<file path="src/rtl/denormalize_frac_seq.sv">
// Sequential right-shift alignment of a fraction, one bit per cycle,
// with guard/round/sticky collection and a valid/ready handshake.
module denormalize_frac_seq #(
  parameter int FRAC_W = 24,
  parameter int SH_W   = 8
) (
  input  logic              clk,
  input  logic              rst_n,
  input  logic              in_valid,
  output logic              in_ready,
  input  logic [FRAC_W-1:0] frac_in,
  input  logic [SH_W-1:0]   shamt,
  output logic              out_valid,
  input  logic              out_ready,
  output logic [FRAC_W-1:0] frac_out,
  output logic              guard,
  output logic              round,
  output logic              sticky
);

  localparam logic [1:0] IDLE  = 2'b00;
  localparam logic [1:0] SHIFT = 2'b01;
  localparam logic [1:0] DONE  = 2'b10;

  // Shifting by FRAC_W+2 or more pushes every bit of W into sticky.
  localparam logic [SH_W:0] SAT_AMT = (SH_W+1)'(FRAC_W + 2);

  logic [1:0]        state_r, state_nxt;
  logic [FRAC_W+1:0] w_r, w_nxt;
  logic              sticky_r, sticky_nxt;
  logic [SH_W-1:0]   n_r, n_nxt;

  logic [FRAC_W-1:0] frac_out_r;
  logic              guard_r, round_r, sticky_out_r;

  // Next-state and datapath for the shift sequencer.
  always_comb begin
    state_nxt  = state_r;
    w_nxt      = w_r;
    sticky_nxt = sticky_r;
    n_nxt      = n_r;
    case (state_r)
      IDLE: begin
        if (in_valid) begin
          n_nxt = shamt;
          if ({1'b0, shamt} >= SAT_AMT) begin
            w_nxt      = '0;
            sticky_nxt = |frac_in;
            state_nxt  = DONE;
          end else begin
            w_nxt      = {frac_in, 2'b00};
            sticky_nxt = 1'b0;
            if (shamt == '0) begin
              state_nxt = DONE;
            end else begin
              state_nxt = SHIFT;
            end
          end
        end else begin
          state_nxt = IDLE;
        end
      end
      SHIFT: begin
        w_nxt      = w_r >> 1;
        sticky_nxt = sticky_r | w_r[0];
        n_nxt      = n_r - SH_W'(1);
        if (n_r == SH_W'(1)) begin
          state_nxt = DONE;
        end else begin
          state_nxt = SHIFT;
        end
      end
      DONE: begin
        if (out_ready) begin
          state_nxt = IDLE;
        end else begin
          state_nxt = DONE;
        end
      end
      default: begin
        state_nxt = IDLE;
      end
    endcase
  end

  // Working state registers.
  always_ff @(posedge clk or negedge rst_n) begin
    if (!rst_n) begin
      state_r  <= IDLE;
      w_r      <= '0;
      sticky_r <= 1'b0;
      n_r      <= '0;
    end else begin
      state_r  <= state_nxt;
      w_r      <= w_nxt;
      sticky_r <= sticky_nxt;
      n_r      <= n_nxt;
    end
  end

  // Result registers only change on entry to DONE, hiding partial shifts.
  always_ff @(posedge clk or negedge rst_n) begin
    if (!rst_n) begin
      frac_out_r   <= '0;
      guard_r      <= 1'b0;
      round_r      <= 1'b0;
      sticky_out_r <= 1'b0;
    end else if ((state_nxt == DONE) && (state_r != DONE)) begin
      frac_out_r   <= w_nxt[FRAC_W+1:2];
      guard_r      <= w_nxt[1];
      round_r      <= w_nxt[0];
      sticky_out_r <= sticky_nxt;
    end else begin
      frac_out_r   <= frac_out_r;
      guard_r      <= guard_r;
      round_r      <= round_r;
      sticky_out_r <= sticky_out_r;
    end
  end

  assign in_ready  = (state_r == IDLE);
  assign out_valid = (state_r == DONE);
  assign frac_out  = frac_out_r;
  assign guard     = guard_r;
  assign round     = round_r;
  assign sticky    = sticky_out_r;

endmodule

</file>
<file path="config.mk">
export PLATFORM = sky130hd
export DESIGN_NAME = denormalize_frac_seq
export DESIGN_NICKNAME = d
export VERILOG_FILES = /design/src/rtl/denormalize_frac_seq.sv
export SDC_FILE = /design/constraint.sdc
export NUM_CORES = 1
export LEC_CHECK = 0
export ABC_AREA = 1
export CORE_UTILIZATION = 40
export CTS_CLUSTER_DIAMETER = 200
export CTS_CLUSTER_SIZE = 12
export DETAILED_ROUTE_END_ITERATION = 8
export GPL_ROUTABILITY_DRIVEN = 0
export HOLD_SLACK_MARGIN = 0.12
export SLEW_MARGIN = 0
export SYNTH_ARGS = -nofsm -noshare
export SYNTH_HDL_FRONTEND = slang
export SYNTH_SLANG_ARGS = --single-unit
</file>
<file path="constraint.sdc">
create_clock -name clk -period 2.14 [get_ports clk]
set_input_delay 0.642 -clock clk [delete_from_list [all_inputs] [get_ports clk]]
set_output_delay 0.642 -clock clk [all_outputs]
set_load 0.02 [all_outputs]
</file>
# After elaboration in Yosys (flattened, before gate mapping)
# Index checks and enable logic that the tools add are counted.
# word_totals
reg_bits	64
out_inout_bits	29
elab_cells	37
# op_classes
order_cmp	1
mux	14
n_eq_ne	6
bitwise	1
addsub	1
n_reduce_logical	6
# op_table
operator	n
2-to-1 mux 26 bit	2
one-hot mux 26 bit (2 select lines)	1
OR reduction 24 bit	1
one-hot mux 8 bit (2 select lines)	1
2-to-1 mux 2 bit	5
equality test 8 x 1 -> 1 bit, second input constant	1
>= comparator 8 x 5 -> 1 bit, second input constant	1
logical NOT 8 bit	1
2-to-1 mux 8 bit	1
subtractor 8 x 1 -> 8 bit, second input constant	1
one-hot mux 2 bit (3 select lines)	1
equality test 2 bit, second input constant	2
!= test 2 bit, second input constant	2
equality test 2 x 1 -> 1 bit, second input constant	1
logical NOT 2 bit	1
2-to-1 mux 1 bit	2
one-hot mux 1 bit (2 select lines)	1
AND reduction 2 bit	1
nonzero test 2 bit	1
logical AND 1 bit	1
OR 1 bit	1

# Logic depth before layout (Yosys ltp)
# Gate-level depths: netlist of the first run.
# logic_depth
depth_word	7
ltp_mapped	12

# Worst setup path after synthesis of the first run
# Ideal clock, no wire load.
# synth_path
path_type	reg2out
start	register state_r[1]
end	output port out_valid
stages_incl_launch_ff	6
arrival_time_ps	1207
slack_ps	291
t_required_ps	1498
path_cell_list	dfrtp_1 > buf_6 > nand2_2 > clkbuf_1 > buf_2 > inv_1
# synth_between
elab_chain_cells	1
# synth_rtl
element	line_no	text
from (decl)	28	logic [1:0] state_r, state_nxt;
from (signal assigned)	94	state_r <= state_nxt;
equality test 2 bit	122	assign out_valid = (state_r == DONE);
to (decl)	13	output logic out_valid,
# No other way between the ends.

# Final worst setup path of the first run
# layout_path
start	register state_r[1]
end	output port in_ready
# layout_between
elab_chain_cells	1
# layout_rtl
element	line_no	text
logical NOT 2 bit	121	assign in_ready = (state_r == IDLE);
to (decl)	10	output logic in_ready,
# No other way between the ends.

==> flow_metrics.tcl, run 1 <==
set metrics [dict create \
    netlist_instances 387 \
    placedCellCount 563 \
    yosys.area_share.simple_pct 31.8 \
    num-nets-final 510 \
    ant_nets 0 \
    antenna_found_initial 0 \
    synth-seq-area-share_pct 50.8 \
    antenna_cells 0 \
    synth_top_area_share_pct 50.8 \
    min_period_ns 2.03 \
    synth_top_cell_by_area "dfrtp_1" \
    cts_buffers 9 \
    viasPerCell 4.84 \
    clock_path_buffers 2 \
    drtPass1Iterations 6 \
    vias 2799 \
    synthArstFlopShare_pct 100 \
    synthXorXnorAreaFrac_pct 0.834 \
    status "finished clean" \
    cts_tree "yes" \
    overflow 0 \
    ys.flop_type "dfrtp_1" \
    power_leakage_nw 2.10 \
    min_path_type "input pin to async pin" \
    wl_um 8040 \
    period_share_pct 95.1 \
    drv_cap 0 \
    worstSkewPairLatency_ns 0.34 \
    layout.cells.non_filler 578 \
    syn_area_sq_um 3150 \
    start_util_pct 41.0 \
    relSlewSlack_pct 72.2 \
    tightest_slew_ns 0.417 \
    setup_viol 0 \
    power_density_nw_per_um2 1090 \
    io_pins 65 \
    finalInstanceArea_sq_um 4220 \
    synthTopCellsByCount "nand2_1, dfrtp_1, nand3_1" \
    synth_edf_count 0 \
    syn_nets 425 \
    floorplan.rows 32 \
    initialDrtViolationCount 110 \
    syn_to_final_growth_pct 34.0 \
    drv_slew 0 \
    synthAdderAreaFrac_pct 0.794 \
    cts.hold.buffers_added 0 \
    rsz0062_at_grt "no" \
    core_area_sq_um 7690 \
    clock-sinks 64 \
    synth-warning-count 0 \
    critical_path_required_ns 1.50 \
    power_mw 4.62 \
    path_clk_slew_ns 0.07 \
    yosysMostFrequentCell "nand2_1" \
    dpl_worst_slack_ns -0.0733 \
    final_hold_viol_count 0 \
    synth_cell_types 29 \
    drc 0 \
    grt_pass1_vias 2801 \
    worstSetupStartpointType "flip-flop" \
    dpl.hpwl_um 6020 \
    place_area_sq_um 4050 \
    dieHeight_um 90.8 \
    peakVddDrop_v 0.000532 \
    final_util_pct 54.9 \
    die_width_um 90.8 \
    cp-end-kind "output pin" \
    setup_ws_ns 0.106 \
    synth_compound_area_share_pct 8.69 \
    grt_max_degree 30 \
    synth_area_per_cell_sq_um 8.14 \
    fin_tns_setup_ns 0 \
    drive_above_1_share_pct 12.8 \
    timing.hold.ws_ns 0.184 \
    clock_skew_ns 0.00513 \
    grt_pass1_wl_um 13700 \
    dieArea_sq_um 8240 \
    ys_seq_elements 64 \
    synthMuxAreaShare_pct 0 \
    critPathMaxFanout 5 \
    synth_top_family_by_area "simple AND/OR/NAND/NOR gates" \
    htree_levels 3 \
    cts_root_buffer "clkbuf_8" \
    port_buffers 64 \
    track_usage_pct 21.5 \
    synthTopCellsByArea "dfrtp_1, nand2_1, nand3_1, a22oi_1, nor2_1" \
    cp.arrival_ns 1.39 \
    wl_per_cell_um 13.9 \
    worstSetupPathType "flip-flop to output pin" \
    fmax_mhz 492 \
]
==> sequential cells by signal, indices dropped and copies added, names as in the netlist <==
signal	flops
round	1
sticky_r	1
sticky	1
n_r	8
frac_out	24
state_r	2
w_r	26
guard	1
==> final timing paths <==
kind	depth (start not counted)	slack, ns	startpoint	to
worst max-delay path	4	0.11	state_r[1]	in_ready
worst min-delay path	1	0.18	rst_n	n_r[3]
worst max register to register	8	0.35	state_r[1]	frac_out[3]
worst min register to register	2	0.47	frac_out[11]	frac_out[11]
max in group asynchronous	2	1.47	rst_n	frac_out[19]
min in group clk	2	0.47	frac_out[11]	frac_out[11]
==> power breakdown <==
group | switching, mW | internal, mW | total, mW | leakage [nW]
Sequential | 0.234 | 1.57 | 1.80 | 0.853
Clock | 0.445 | 0.473 | 0.918 | 0.0882
Combinational | 1.08 | 0.815 | 1.90 | 1.15
==> kinds of logic after synthesis <==
family                     after synthesis
buffers and inverters                   41
DFF                                     64
and+or+nand+nor                        236
AOI/OAI and AO/OA                       41
adders and majority gates                2
xor gates and xnor gates                 3
==> critical path, cell delays in order, from the launching register on <==
cell           delay, ns
dfrtp_2             0.47
inv_6               0.10
nand2_1             0.09
inv_1               0.06
dlygate4sd2_1       0.32
==> cell usage in the layout (no fill, tap or decap), drive strengths merged <==
cell           Yosys  routed
nand3             51      51
dlygate4sd2        0       2
dfrtp             64      64
clkbuf             1      12
a21oi              1       1
o221ai             4       4
xor2               2       2
clkinv             0       2
xnor2              1       1
nand4              1       1
o211ai             1       1
a22oi             16      16
clkdlybuf4s50      0      61
a21o               1       1
clkinvlp           0       1
nand2            151     151
ha                 2       2
nor3               1       1
inv               24      24
o22ai              1       1
nor2              32      32
o21ai             17      17
buf               16      28
==> what timing repair did <==
| action | in CTS | in global routing |
|---|---|---|
| buffers inserted | 0 | 0 |
| resized for setup | 3 | 1 |
| setup endpoints to repair | 2 | 1 |
| gates cloned | 0 | 0 |
==> per-layer routing <==
metal	wire [um]	track usage, %	vias to the layer above	share of wire (%)
met5	0	0	-	0
met4	97	7.26	0	1.2
met3	304	5.56	10	3.8
met2	3720	34.2	61	46
met1	3910	28.5	1300	49
li1	-	-	1428	-
==> final cells by class <==
| type | instances | area [sq um] |
|---|---|---|
| fillers | 728 | 3460 |
| flip-flops and latches | 64 | 1600 |
| multi-input cells | 282 | 1330 |
| repair buffers | 91 | 898 |
| clock buffers | 12 | 155 |
| well taps | 102 | 128 |
| inverters | 24 | 95.1 |
| clock inverters | 3 | 17.5 |
(Power assumes the default switching activity.)
==> run 2: changes to the inputs <==
--- a/config.mk
+++ b/config.mk
@@ -7,7 +7,7 @@
 export LEC_CHECK = 0
 export ABC_AREA = 1
 export CORE_UTILIZATION = 40
-export CTS_CLUSTER_DIAMETER = 200
+export CTS_CLUSTER_DIAMETER = 40
 export CTS_CLUSTER_SIZE = 12
 export DETAILED_ROUTE_END_ITERATION = 8
 export GPL_ROUTABILITY_DRIVEN = 0
==> results of run 2 <==
The final DEF is identical to that of run 1; final timing and power are the same.
==> RTL edit (flow settings as in run 1) <==
Set the parameter `FRAC_W` to 20 (it was 24).
--- a/src/rtl/denormalize_frac_seq.sv
+++ b/src/rtl/denormalize_frac_seq.sv
@@ -2,5 +2,5 @@
 // with guard/round/sticky collection and a valid/ready handshake.
 module denormalize_frac_seq #(
-  parameter int FRAC_W = 24,
+  parameter int FRAC_W = 20,
   parameter int SH_W   = 8
 ) (
Interface: changed (resized frac_in and frac_out); port bits go from 65 to 57. The function was not compared with the original's and may differ.
==> RTL edit against run 1 <==
  * Sequential cell count is 8 lower
  * Non-clock buffer count is 14 lower
  * Area after synthesis is 13% lower
  * Total power is 14% lower
  * Worst setup slack better by 0.045 ns
  * Routed wire length is 8.0% lower
  * Largest power group unchanged
  * Largest cell class unchanged
  * Count of clock-buffer cells in the layout is 5 lower
  * Via count is 7.8% lower
  * Critical path depth stayed put
  * Final area is 14% lower
==> RTL edit: results (changes against run 1) <==
clocking:
  htree_levels: 2  # -1
  cts_buffers: 5  # -4
  cts_root_buffer: "clkbuf_8"
  clkLatencyLatePin_ns: 0.31  # -0.03 ns
  post_cts_buffers: 0  # unchanged
  clk_pin_slew_ns: 0.10  # +0.03 ns
  clk_path_buf_depth: 2  # unchanged
logic_synthesis:
  synthTopCellsByCount: "147 x nand2_1, 56 x dfrtp_1, 39 x nand3_1"
  synth_area_leaders: "dfrtp_1 51%, nand2_1 20%, nand3_1 7.1%, nor2_1 3.6%, a22oi_1 2.7%"
  syn_inst: 351  # -9.3%
  ys_types: 23  # -21%
  yosys_warnings: 0  # unchanged
  synth_flop_cell: "dfrtp_1"
  synth-seq-area-share_pct: 51.2  # +0.35 points
  async_flop_share_pct: 100  # unchanged
  synth_nets: 385  # -9.4%
power:
  ir_worst_vdd_uv: 585  # +10%
  leakage_nw: 1.76  # -16%
global_routing:
  grt_pass1_vias: 2570  # -8.2%
  grt_max_degree: 57  # +90%
  grt_usage_pct: 22.0  # +0.48 points
  antenna_found_initial: 0  # unchanged
  grt_pass1_wl_um: 12400  # -9.6%
run_status:
  status: "completed"
route:
  wl_per_cell_um: 14.8  # +6.5%
  wl_um: 7390  # -8.0%
  detail_route.vias_per_cell: 5.17  # +6.8%
  drt-pass1-iter-count: 6  # unchanged
  drtIter0Drc: 101  # -8.2%
setup_path:
  rr_endpoint: "frac_out[5]"
  cp_max_fo: 3  # -2
  cpPeakStageDelay_ns: 0.44  # -0.03 ns
  regToRegStartpoint: "state_r[0]"
  worst_path_max_delay_cell: "dfrtp_1"
  r2r_slack_ns: 0.32  # -0.03 ns
  worstPathArrival_ns: 1.35  # -0.04 ns
  reg2regPathDepth: 10  # +2
  crit_family: "buffers and inverters"
worst_hold_path:
  hold_class: "in2async"
layout:
  layout-drive-gt1-share_pct: 9.72  # -3.1 points
  antenna_cells: 0  # unchanged
  regMostFlops: "w_r"
  largest_reg_flops: 22  # -15%
  final_nets: 455  # -11%
  nFillCells: 620  # -15%
place:
  dpl.hpwl_um: 5310  # -12%
  dp.cells: 491  # -13%
  preCtsSetupSlack_ns: -0.136  # -0.0623 ns
  port_buffers: 56  # -13%
sta:
  relSlewSlack_pct: 74.9  # +2.8 points
  finClkSkew_ns: 0.00907  # +0.00394 ns
[RTL edit: cell types whose count changed after synthesis, sizes merged, moves of 3 or more]
cell / change
buf: -6
o22ai: +4
inv: -6
nor2: -4
dfrtp: -8
a22oi: -6
nand3: -12
clkbuf: +3
[RTL edit: routing by layer]
layer	up-vias	part of all wire [%]	global-route usage, %
met5	-	0	0
met4	0	1.7	7.09
met3	10	5.0	3.93
met2	78	46	35.3
met1	1213	47	30.3
li1	1280	-	-
[RTL edit: worst max-delay path by stage]
stage	from	end	slack, ns	cells past startpoint
2_1_floorplan	state_r[0]	out_valid	0.46	4
3_3_place_gp	shamt[2]	frac_out[18]	-0.14	11
3_5_place_dp	shamt[2]	frac_out[14]	-0.14	11
4_1_cts	state_r[0]	out_valid	0.13	4
5_1_grt	shamt[7]	frac_out[14]	0.02	9
6_report	state_r[0]	out_valid	0.15	4
[RTL edit: report_power, final]
group          total (mW)  switching (mW)  leakage, nW  internal, mW
registers            1.57           0.211        0.744          1.36
clock network       0.760           0.346       0.0645         0.413
logic                1.63           0.942        0.955         0.685
total                3.96            1.50         1.76          2.46
[RTL edit: logic make-up (layout without fill, tap and decap cells)]
| kind of cell | count (synthesis) | in the layout | synth area share, % |
|---|---|---|---|
| fa+ha+maj | 2 | 2 | 0.914 |
| compound gates | 39 | 39 | 9.00 |
| buf+inv | 32 | 103 | 5.03 |
| simple gates | 219 | 219 | 32.9 |
| xor+xnor | 3 | 3 | 0.960 |
| flops | 56 | 56 | 51.2 |
[RTL edit: cell type report]
class,instances,area [um2],area share [%]
clock buffers,7,96.3,2.67
clock inverters,1,30.0,0.831
inverters,18,67.6,1.87
multi-input cells,263,1200,33.2
flip-flops and latches,56,1400,38.8
well taps,77,96.3,2.67
repair buffers,77,723,20.0
[RTL edit: what timing repair did]
action                                  in CTS  in global routing
resized for setup                            2                  0
endpoints found under the setup margin       2                  0
hold buffers                                 0                  0
[RTL edit: metrics by stage]
stage | hold WS (ns) | instance area (um2)
4_1_cts | 0.326 | 3610
3_3_place_gp | 0.455 | 3490
3_5_place_dp | 0.460 | 3490
2_1_floorplan | 0.346 | 2740
6_report | 0.298 | 3610
5_1_grt | 0.330 | 3610
